<file path="config.mk">
export PLATFORM = sky130hd
export DESIGN_NAME = fir_decimator
export DESIGN_NICKNAME = d
export VERILOG_FILES = /design/src/rtl/fir_decimator.sv
export SDC_FILE = /design/constraint.sdc
export NUM_CORES = 1
export LEC_CHECK = 0
export ABC_CLOCK_PERIOD_IN_PS = 7160
export CAP_MARGIN = 40
export CORE_ASPECT_RATIO = 1.75
export CORE_MARGIN = 2
export CORE_UTILIZATION = 25
export CTS_CLUSTER_DIAMETER = 150
export CTS_CLUSTER_SIZE = 16
export DETAILED_ROUTE_END_ITERATION = 6
export SYNTH_ARGS = -nofsm -noshare
export SYNTH_HDL_FRONTEND = slang
export SYNTH_SLANG_ARGS = --single-unit
</file>
<file path="constraint.sdc">
create_clock -name clk -period 7.16 [get_ports clk]
set_input_delay 1.432 -clock clk [delete_from_list [all_inputs] [get_ports clk]]
set_output_delay 1.432 -clock clk [all_outputs]
set_load 0.01 [all_outputs]
</file>
<file path="src/rtl/fir_decimator.sv">
// fir_decimator: drops FIR warm-up samples, decimates by DECIM and buffers kept samples
// in a FIFO drained by valid/ready, with a sticky overflow flag for dropped samples.
module fir_decimator #(
  parameter int DATA_WIDTH = 16,
  parameter int DECIM      = 4,
  parameter int SETTLE     = 12,
  parameter int FIFO_DEPTH = 8
) (
  input  logic                                clk,
  input  logic                                reset,
  input  logic signed [DATA_WIDTH-1:0]        data_in,
  input  logic                                enable,
  output logic signed [DATA_WIDTH-1:0]        m_data,
  output logic                                m_valid,
  input  logic                                m_ready,
  output logic [$clog2(FIFO_DEPTH):0]         level,
  output logic                                overflow,
  input  logic                                clear_ovf
);
  localparam int AW = $clog2(FIFO_DEPTH);
  localparam int LW = AW + 1;
  localparam int SW = SETTLE > 0 ? $clog2(SETTLE + 1) : 1;
  localparam int PW = DECIM > 1 ? $clog2(DECIM) : 1;
  typedef enum logic {WARMUP, RUN} state_t;
  state_t                       state_q, state_d;
  logic [SW-1:0]                settle_q, settle_d;
  logic [PW-1:0]                phase_q, phase_d;
  logic [AW-1:0]                wr_q, wr_d, rd_q, rd_d;
  logic [LW-1:0]                level_q, level_d;
  logic                         ovf_q, ovf_d;
  logic signed [DATA_WIDTH-1:0] mem_q [FIFO_DEPTH];
  logic                         keep, pop, push, drop;
  // SETTLE=0 makes WARMUP behave as RUN so the first post-reset sample is kept
  always_comb begin
    state_d  = state_q;
    settle_d = settle_q;
    phase_d  = phase_q;
    keep     = 1'b0;
    if (state_q == WARMUP && SETTLE != 0) begin
      if (enable) begin
        settle_d = settle_q + SW'(1);
        state_d  = settle_d == SW'(SETTLE) ? RUN : WARMUP;
      end
    end else begin
      state_d = RUN;
      if (enable) begin
        keep    = phase_q == '0;
        phase_d = phase_q == PW'(DECIM - 1) ? '0 : phase_q + PW'(1);
      end
    end
    pop     = level_q != '0 && m_ready;
    push    = keep && (level_q < LW'(FIFO_DEPTH) || pop);
    drop    = keep && !push;
    wr_d    = push ? wr_q + AW'(1) : wr_q;
    rd_d    = pop ? rd_q + AW'(1) : rd_q;
    level_d = level_q + LW'(push) - LW'(pop);
    ovf_d   = drop || (ovf_q && !clear_ovf);
  end
  always_ff @(posedge clk) begin
    if (reset) begin
      state_q  <= WARMUP;
      settle_q <= '0;
      phase_q  <= '0;
      wr_q     <= '0;
      rd_q     <= '0;
      level_q  <= '0;
      ovf_q    <= 1'b0;
    end else begin
      state_q  <= state_d;
      settle_q <= settle_d;
      phase_q  <= phase_d;
      wr_q     <= wr_d;
      rd_q     <= rd_d;
      level_q  <= level_d;
      ovf_q    <= ovf_d;
    end
  end
  always_ff @(posedge clk) begin
    if (push) mem_q[wr_q] <= data_in;
  end
  assign m_valid  = level_q != '0;
  assign m_data   = m_valid ? mem_q[rd_q] : '0;
  assign level    = level_q;
  assign overflow = ovf_q;
endmodule

</file>
After elaboration in Yosys (flattened, before gate mapping)
Memory sizes are Yosys's and may differ from the RTL's. A register that Yosys moved wholly into a read port is not among the register bits.
Cells that the tools add are included.

word-level totals
  flip-flop bits (word level) = 18
  memory bits (writable) = 128
  output and inout port bits = 22
  word-level logic and storage cells = 41
  memories kept = 1

cells by class
  $add $sub $neg = 6
  magnitude comparators = 1
  equal/unequal tests = 2
  multiplexer cells = 11
  bitwise logic cells = 1
  reductions and logical operators = 12

memories
  memory  depth  width  rd ports  clocked after Yosys merged registers in  write ports  line  RTL
  mem_q   8      16     1         1                                        1            31    logic signed [DATA_WIDTH-1:0] mem_q [FIFO_DEPTH];

operators by type and width
  kind                                                           count
  16-bit two-way mux                                             1
  1-bit two-way mux                                              7
  3-bit by 1-bit adder with 3-bit output, second input constant  2
  3-bit two-way mux                                              2
  4-bit by 1-bit adder with 4-bit output                         1
  4-bit by 1-bit adder with 4-bit output, second input constant  1
  4-bit equality test, second input constant                     1
  1-bit logical AND                                              4
  4-bit less-than comparator, second input constant              1
  2-bit AND reduction                                            2
  4-bit nonzero test                                             1
  4-bit by 1-bit subtractor with 4-bit output                    1
  2-bit by 1-bit adder with 2-bit output, second input constant  1
  2-bit equality test, second input constant                     1
  1-bit logical NOT                                              2
  2-bit logical NOT                                              1
  1-bit logical OR                                               2
  2-bit two-way mux                                              1
  1-bit NOT                                                      1

Logic depth before layout (Yosys ltp)
Gate-level depths: netlist (run 1).

  word-level depth = 7
  depth in mapped cells = 13
  mapped depth without buffers = 12

Worst setup path after synthesis (run 1)
No wires, ideal clock.

  path kind = input to register
  from = input enable
  to = memory mem_q[2][0] (enable)
  library setup time = 431 ps
  arrival time = 3547 ps
  data required time = 6729 ps
  slack = 3182 ps
  stages on the path = 4
  path through = and3_1 > nor3b_2 > buf_2 > nor4bb_1

on the way
  word-level cells in the longest chain between the ends = 5

RTL lines
  what                                     line  RTL
  start: declaration                       12    input logic enable,
  1-bit two-way mux                        46    if (enable) begin
  1-bit two-way mux                        39    if (state_q == WARMUP && SETTLE != 0) begin
  1-bit logical AND                        52    push = keep && (level_q < LW'(FIFO_DEPTH) || pop);
  1-bit two-way mux                        79    if (push) mem_q[wr_q] <= data_in;
  1-bit two-way mux (implied by the code)  79
  end: declaration                         31

No other way between the ends.

Worst setup path after layout (run 1)
  from = register level_q[3] (netlist: level[3])
  to = output m_data[12]

on the way
  word-level cells in the longest chain between the ends = 2

RTL lines
  what                      line  RTL
  start: declaration        29    logic [LW-1:0] level_q, level_d;
  start signal: assignment  74    level_q <= level_d;
  4-bit nonzero test        81    assign m_valid = level_q != '0;
  16-bit two-way mux        82    assign m_data = m_valid ? mem_q[rd_q] : '0;
  end: declaration          13    output logic signed [DATA_WIDTH-1:0] m_data,

No other way between the ends.

==> results of run 1 <==
area by class of cell:
class | instances | area share [%]
Clock buffer | 20 | 5.94
Multi-Input combinational cell | 134 | 20.8
Clock inverter | 10 | 1.82
Sequential cell | 149 | 58.1
Tap cell | 304 | 5.18
Timing Repair Buffer | 52 | 7.52
Inverter | 13 | 0.664
cells by family after synthesis:
| group | share of synthesized area (%) |
|---|---|
| flip-flops | 72.1 |
| AND/OR/NAND/NOR | 5.18 |
| multiplexers | 12.9 |
| AO/OA/AOI/OAI | 4.13 |
| buffers and inverters | 2.26 |
| adder cells (fa/ha/maj) | 2.67 |
| XOR/XNOR | 0.741 |
worst max-delay path, cell delays in order (launching register included):
cell             delay [ns]
dfxtp_1                0.38
inv_1                  0.06
ha_1                   0.19
nor3b_4                0.17
inv_2                  0.10
and2_1                 0.67
a22o_1                 0.32
clkdlybuf4s50_1        0.55
worst paths after layout:
check	from	to	slack, ns
setup / recovery	level[3]$_SDFF_PP0_	m_data[12]	2.87
hold / removal	phase_q[1]$_SDFFE_PP0P_	phase_q[1]$_SDFFE_PP0P_	0.48
setup reg to reg	level[3]$_SDFF_PP0_	level[3]$_SDFF_PP0_	4.25
hold reg to reg	phase_q[1]$_SDFFE_PP0P_	phase_q[1]$_SDFFE_PP0P_	0.48
power groups by stage:
stage               clock network [mW]  registers (mW)  logic, mW
CTS                              0.880           0.978      0.542
global route                     0.917           0.980      0.576
global placement                     0            1.01      0.509
detailed placement                   0           0.995      0.540
finish                           0.861           0.977      0.525
floorplan                            0           0.995      0.315
cell usage in the layout, fill, tap and decap left out, drive strengths merged, types with 2 or more instances in the layout:
cell type      count
edfxtp           128
clkdlybuf4s50     42
mux4              32
dfxtp             21
clkbuf            20
a22o              16
inv               13
nor2              12
ha                11
buf               10
a21oi              9
nor2b              5
clkinv             5
nand2              4
nand2b             4
o21ai              4
xor2               4
and4b              3
nand3              3
bufinv             3
and3               2
mux2i              2
mux2               2
or3                2
clkinvlp           2
nor3b              2
and4bb             2
layer usage:
metal  vias to the layer above  track usage [%]
li1                       1361                -
met1                      1542             10.8
met2                        68             17.2
met3                        12             2.88
met4                         0             3.49
met5                         -                0
state kept, by name (all words and copies together), names as in the netlist, named ones only:
name / count
level: 4
mem_q: 128
overflow: 1
phase_q: 2
rd_q: 3
settle_q: 4
state_q: 1
wr_q: 3
stage by stage:
stage                     area, sq um  total power [mW]  worst slack [ns]
after detailed placement         6780              1.54              2.96
after global placement           6670              1.52              3.10
after CTS                        7350              2.40              2.76
after floorplan                  5910              1.31              3.18
after global routing             7350              2.47              2.67
final                            7350              2.36              2.87
==> impl_metrics.csv, run 1 <==
group,metric,value,unit
status,status,"completed",
yosys,synth_nets,342,
finish,antenna_cells,0,
clock_tree,cts.sinks,149,
drt,drcViolationCount,0,
clock_tree,clock_latency,0.41,ns
run,max_cap_viol_count,0,
placement,dp_hpwl,7.26,mm
timing,finalSetupViolCount,0,
yosys,synth_top_area_share,65.0,%
timing,whs,0.476,ns
yosys,yosysTopAreaCell,"edfxtp_1",
finish,nNetsFinal,400,
pwr,power.internal,1.79,mW
pwr,p_sw_share,24.4,%
floorplan,core_area,23300,sq um
critical_path,r2r_cells,11,
clock_tree,ctsResizeCount,0,
timing,clock_skew,0.00802,ns
pwr,powerDensity,322,nW/um^2
timing,fmax,233,MHz
clock_tree,cts_tree,"done",
floorplan,initial_utilization,25.3,%
yosys,synth_area,5910,sq um
critical_path,path_max_fanout,16,
clock_tree,postCtsSetupBuffers,0,
clock_tree,h-tree-depth,4,
pwr,p_leak,2.39,nW
clock_tree,path_clk_slew,0.06,ns
timing,period_share,59.9,%
floorplan,fp.dieH,207,microns
timing,hold_viol,0,
grt,grtUsageTotal,9.68,%
placement,placedCellCount,652,
floorplan,row_count,74,
pwr,pwr-share-seq,41.3,%
worst_hold_path,hold_class,"register to register",
pwr,vdd_drop_max,161,uV
placement,gp_congestion,0.679,
placement,portBuffers,42,
drt,drtAntennaViolNets,0,
critical_path,end_kind,"output port",
drt,vias,2983,
yosys,synth_most_common_cell,"edfxtp_1",
yosys,async_reset_ff_share,0,%
floorplan,die_w,120,microns
yosys,synth_common_cells,"128 x edfxtp_1, 32 x mux4_2, 21 x dfxtp_1, 16 x a22o_1",
clock_tree,cts_buffers,17,
drt,drt_pass1_iterations,4,
clock_tree,cts_buffer_depth,2,
critical_path,start_kind,"register",
yosys,synth_edf_count,128,
timing,slew_headroom,45.3,%
critical_path,crit_type,"register to output port",
drt,routed.top_layer,"met4",
worst_hold_path,hold_depth,2,
finish,fin_util,31.5,%
finish,stdcell_count,682,
clock_tree,hold_buffers,0,
timing,finalMaxSlewViolations,0,
yosys,yosysWarnings,0,
yosys,ys_top_cells_by_area,"edfxtp_1 65%, mux4_2 12%, dfxtp_1 7.1%",
yosys,syn-instance-count,309,
clock_tree,cts-root-buf,"clkbuf_16",
grt,grt-ovfl-total,0,
drt,wl_met2,6.15,mm
drt,routed_via_density,4.37,
grt,antenna_found_initial,0,
timing,tightest_slew,0.818,ns
drt,wl_per_cell,16.7,microns
pwr,share_comb_of_total_power,22.2,%
drt,met3_wirelength,534,microns
grt,first_global_vias,3293,
yosys,synthFlopType,"edfxtp_1",
finish,regArea,4270,sq um
finish,area_growth,24.3,%
drt,met1_length,4.53,mm
finish,multi_input_area,1530,sq um
timing,fin_crit,4.29,ns
finish,fillCellCount,2273,
timing,rsz0062_at_grt,"no",
floorplan,die_area,24900,sq um
drt,wl,11.4,mm
pwr,p_sw,0.576,mW
floorplan,ioPinCount,43,
grt,grt_max_degree,33,
pwr,clkPwrFrac,36.4,%
finish,drive_above_1_share,20.9,%
grt,grt_pass1_wl,18.2,mm
critical_path,critPathRequiredTime,5.73,ns
drt,first_iter_violations,257,
yosys,synth-seq-area-share,72.1,%
critical_path,crit_arrival,2.86,ns
yosys,syn_area_per_cell,19.1,sq um
yosys,ys_types,44,
timing,final.setup.tns,0,ns
yosys,ys_ff_latch,149,
Note: power is estimated with default switching activity, not from simulation.
==> inputs of run 2 (changes only) <==
--- a/config.mk
+++ b/config.mk
@@ -5,7 +5,7 @@
 export SDC_FILE = /design/constraint.sdc
 export NUM_CORES = 1
 export LEC_CHECK = 0
-export ABC_CLOCK_PERIOD_IN_PS = 7160
+export ABC_CLOCK_PERIOD_IN_PS = 3520
 export CAP_MARGIN = 40
 export CORE_ASPECT_RATIO = 1.75
 export CORE_MARGIN = 2
==> constraint.sdc (replaced) <==
create_clock -name clk -period 3.52 [get_ports clk]
set_input_delay 0.704 -clock clk [delete_from_list [all_inputs] [get_ports clk]]
set_output_delay 0.704 -clock clk [all_outputs]
set_load 0.01 [all_outputs]
==> impl_metrics.csv, run 2 (synthesis results as in run 1) <==
group,metric,value,unit
finish,top_register,"mem_q",
grt,first_global_vias,3181,
clock_tree,cts_buffers,17,
finish,fin_util,31.5,%
critical_path,cpMaxStageDelayCell,"clkdlybuf4s50_1",
grt,grt_pass1_wl,18.0,mm
timing,finalSetupViolCount,0,
worst_hold_path,hold_class,"register to register",
critical_path,crit_type,"register to output port",
grt,antenna_found_initial,1,
floorplan,row_count,74,
clock_tree,cts-root-buf,"clkbuf_16",
critical_path,end_kind,"output port",
finish,stdcell_area,7340,sq um
status,status,"completed",
floorplan,fp.dieH,207,microns
drt,drcViolationCount,0,
pwr,powerDensity,658,nW/um^2
finish,final_common_cell,"edfxtp_1",
timing,period_share,90.6,%
critical_path,critPathRequiredTime,2.82,ns
critical_path,start_kind,"register",
clock_tree,cts_tree,"done",
placement,place_ws,0.414,ns
pwr,p_leak,2.41,nW
clock_tree,ctsResizeCount,0,
timing,slew_headroom,48.8,%
timing,clock_skew,0.0100,ns
drt,routed_via_density,4.32,
grt,grt-ovfl-total,0,
timing,hold_viol,0,
placement,portBuffers,42,
finish,drive_above_1_share,22.5,%
finish,area_growth,24.1,%
critical_path,crit_arrival,2.49,ns
timing,final.setup.tns,0,ns
floorplan,core_area,23300,sq um
floorplan,ioPinCount,43,
finish,stdcell_count,687,
placement,place_area,6760,sq um
timing,finalMaxSlewViolations,0,
run,max_cap_viol_count,0,
finish,largest_reg_flops,128,
grt,grt_max_degree,33,
clock_tree,h-tree-depth,4,
drt,drt_pass1_iterations,6,
timing,rsz0062_at_grt,"no",
placement,placedCellCount,655,
critical_path,critical_path.max_stage_delay,0.49,ns
finish,fillCellCount,2273,
floorplan,initial_utilization,25.3,%
floorplan,die_area,24900,sq um
pwr,power.total,4.83,mW
clock_tree,clock_latency,0.42,ns
drt,wl,11.6,mm
finish,nNetsFinal,403,
clock_tree,hold_buffers,0,
drt,vias,2971,
critical_path,crit_chain,"inv_1, ha_1, nor3b_4, inv_2, and2_1, buf_4, a22o_1, clkdlybuf4s50_1",
finish,final_cell_mix,"128 x edfxtp_1, 42 x clkdlybuf4s50_1, 32 x mux4_2, 20 x dfxtp_1, 17 x clkbuf_16",
clock_tree,postCtsSetupBuffers,0,
clock_tree,path_clk_slew,0.07,ns
clock_tree,cts_buffer_depth,2,
drt,drtAntennaViolNets,0,
critical_path,path_max_fanout,16,
timing,fmax,314,MHz
drt,first_iter_violations,223,
timing,tightest_slew,0.765,ns
floorplan,die_w,120,microns
pwr,vdd_drop_max,336,uV
grt,grtUsageTotal,9.86,%
timing,whs,0.477,ns
clock_tree,cts.sinks,149,
drt,wl_per_cell,16.9,microns
placement,gp_congestion,0.731,
timing,fin_crit,3.19,ns
finish,antenna_cells,0,
placement,dp_hpwl,6.99,mm
critical_path,r2r_slack,1.08,ns
timing,setup_ws,0.331,ns
-- run 2: cell count changes in the layout (fill, tap and decap cells not counted), moves of 2 or more --
cell       change
buf_4          +9
buf_8          -6
bufinv_16      -2
clkbuf_1       -3
clkinv_2       -3
inv_6          +8
inv_8          +2
-- run 2: final timing paths --
check                 startpoint                   to  cells after the start
max          level[2]$_SDFF_PP0_           m_data[14]                      8
min          overflow$_SDFF_PP0_  overflow$_SDFF_PP0_                      2
max reg2reg  level[3]$_SDFF_PP0_  level[3]$_SDFF_PP0_                     11
min reg2reg  overflow$_SDFF_PP0_  overflow$_SDFF_PP0_                      2
-- run 2: layout make-up --
class	instances	area, sq um	share of cell area, %
Sequential cell	149	4270	58.1
Clock buffer	17	425	5.80
Timing Repair Buffer	55	531	7.23
Clock inverter	15	160	2.18
Tap cell	304	380	5.18
Inverter	13	48.8	0.665
Multi-Input combinational cell	134	1530	20.8
-- run 2: per-layer routing --
layer  up-vias  GRT usage (%)  routed length [microns]
li1       1373              -                        -
met1      1530           10.9                     4680
met2        54           17.8                     6330
met3        12           2.91                      416
met4         2           3.37                      154
met5         -              0                       13
-- run 2: power breakdown --
group          leakage [nW]  internal [mW]  switching [mW]
sequential             1.32           1.95          0.0365
combinational         0.798          0.590           0.484
clock                 0.287           1.01           0.763
total                  2.41           3.55            1.28
-- run 2: critical path: cells and delay by family (launching register included) --
kind | cells | cell delay [ns]
buf+inv | 4 | 0.87
simple gates | 2 | 0.46
flops | 1 | 0.31
compound gates | 1 | 0.26
fa+ha+maj | 1 | 0.17
==> inputs of run 3 (changes only) <==
==> constraint.sdc (replaced) <==
create_clock -name clk -period 3.52 [get_ports clk]
set_input_delay 1.056 -clock clk [delete_from_list [all_inputs] [get_ports clk]]
set_output_delay 1.056 -clock clk [all_outputs]
set_load 0.01 [all_outputs]
==> impl_metrics.csv, run 3 (synthesis results as in run 1) <==
group,metric,value,unit
status,status,"completed",
finish,regArea,4270,sq um
drt,first_iter_violations,201,
grt,grtUsageTotal,9.83,%
timing,period_share,89.2,%
timing,hold_viol,0,
floorplan,row_count,74,
grt,grt-ovfl-total,0,
timing,tightest_slew,0.505,ns
drt,drt_pass1_iterations,4,
critical_path,start_kind,"register",
pwr,powerDensity,645,nW/um^2
floorplan,initial_utilization,25.3,%
critical_path,crit_chain,"inv_1, ha_1, nor3b_4, inv_2, and2_1, buf_12, a22o_1, dlymetal6s2s_1",
placement,place_ws,0.205,ns
placement,placedCellCount,657,
critical_path,critical_path.max_stage_delay,0.31,ns
pwr,p_leak,2.62,nW
finish,top_register,"mem_q",
timing,slew_headroom,66.4,%
clock_tree,cts_buffers,17,
pwr,vdd_drop_max,430,uV
grt,antenna_found_initial,0,
drt,drtAntennaViolNets,0,
critical_path,crit_type,"register to output port",
clock_tree,cts.sinks,149,
pwr,pwr-share-seq,41.6,%
floorplan,core_area,23300,sq um
critical_path,end_kind,"output port",
timing,fmax,318,MHz
drt,wl,11.7,mm
timing,rsz0062_at_grt,"no",
floorplan,die_w,120,microns
finish,area_growth,25.2,%
finish,multi_input_area,1530,sq um
timing,finalMaxSlewViolations,0,
finish,nNetsFinal,406,
finish,final_common_cell,"edfxtp_1",
run,max_cap_viol_count,0,
finish,fillCellCount,2293,
finish,final_cell_mix,"128 x edfxtp_1, 32 x mux4_2, 26 x clkdlybuf4s50_1, 20 x dfxtp_1, 17 x clkbuf_16",
pwr,clkPwrFrac,36.1,%
finish,largest_reg_flops,128,
critical_path,crit_arrival,2.08,ns
timing,clock_skew,0.00732,ns
grt,grt_pass1_wl,18.0,mm
floorplan,fp.dieH,207,microns
pwr,power.internal,3.52,mW
placement,dp_hpwl,7.02,mm
clock_tree,clock_latency,0.41,ns
drt,wl_per_cell,16.9,microns
clock_tree,h-tree-depth,4,
critical_path,crit_buf_inv,4,
timing,fin_crit,3.14,ns
clock_tree,path_clk_slew,0.06,ns
placement,gp_congestion,0.698,
drt,routed_via_density,4.34,
finish,antenna_cells,0,
floorplan,ioPinCount,43,
timing,final.setup.tns,0,ns
timing,setup_ws,0.379,ns
placement,portBuffers,42,
critical_path,cpMaxStageDelayCell,"dfxtp_1",
grt,first_global_vias,3260,
worst_hold_path,hold_class,"register to register",
critical_path,path_max_fanout,16,
pwr,p_sw_share,26.3,%
grt,grt_max_degree,33,
finish,stdcell_count,690,
finish,drive_above_1_share,22.8,%
clock_tree,cts_tree,"done",
clock_tree,cts-root-buf,"clkbuf_16",
drt,vias,2998,
clock_tree,cts_buffer_depth,2,
floorplan,die_area,24900,sq um
pwr,p_sw,1.25,mW
timing,finalSetupViolCount,0,
clock_tree,hold_buffers,0,
critical_path,critPathRequiredTime,2.46,ns
pwr,share_comb_of_total_power,22.4,%
drt,drcViolationCount,0,
critical_path,cp_top_family,"buffers and inverters",
-- run 3: layout make-up --
type | instances | share of cell area (%)
flip-flops and latches | 149 | 57.6
inverters | 13 | 0.659
repair buffers | 58 | 8.23
clock inverters | 14 | 1.93
multi-input cells | 134 | 20.7
clock buffers | 18 | 5.79
well taps | 304 | 5.14
-- run 3: per-layer routing --
metal | up-vias | track usage [%] | wire [microns]
li1 | 1376 | - | -
met1 | 1540 | 11.0 | 4630
met2 | 67 | 17.6 | 6360
met3 | 15 | 2.61 | 492
met4 | 0 | 3.85 | 204
met5 | - | 0 | 0
-- run 3: power groups by stage --
| stage | logic (mW) | clock network (mW) | registers (mW) |
|---|---|---|---|
| final | 1.07 | 1.72 | 1.99 |
| after global routing | 1.17 | 1.82 | 1.99 |
| after CTS | 1.13 | 1.76 | 1.99 |
| after detailed placement | 1.10 | 0 | 2.02 |
| after global placement | 1.08 | 0 | 2.02 |
| after floorplan | 0.641 | 0 | 2.02 |
-- run 3: path summary, 6_finish.rpt --
kind | start | slack, ns | depth (start not counted) | end
max | level[2]$_SDFF_PP0_ | 0.38 | 8 | m_data[15]
min | overflow$_SDFF_PP0_ | 0.48 | 2 | overflow$_SDFF_PP0_
max reg2reg | level[3]$_SDFF_PP0_ | 1.08 | 11 | level[3]$_SDFF_PP0_
min reg2reg | overflow$_SDFF_PP0_ | 0.48 | 2 | overflow$_SDFF_PP0_
-- run 3: stage by stage --
step / hold slack (ns) / area [sq um] / util (%) / total power [mW]
final: 0.478 / 7410 / 31.7 / 4.78
after global routing: 0.494 / 7410 / 31.7 / 4.98
after CTS: 0.483 / 7370 / 31.6 / 4.87
after detailed placement: 0.460 / 6770 / 29.0 / 3.13
after global placement: 0.463 / 6770 / 29.0 / 3.10
after floorplan: 0.453 / 5920 / - / 2.67
-- run 3: worst reg2reg max path, stage by stage, from the launching register on --
cell and delay (ns):
dfxtp_1 0.36, inv_1 0.06, ha_1 0.18, and4bb_1 0.25, nor3b_2 0.24, inv_1 0.07
ha_1 0.22, inv_1 0.07, ha_1 0.22, a21o_1 0.17, a21oi_1 0.15, mux2_2 0.34
-- run 3: repair_timing --
action / in CTS / in global routing
gates resized for setup: 4 / 16
setup endpoints to repair: 16 / 16
setup buffers: 1 / 0
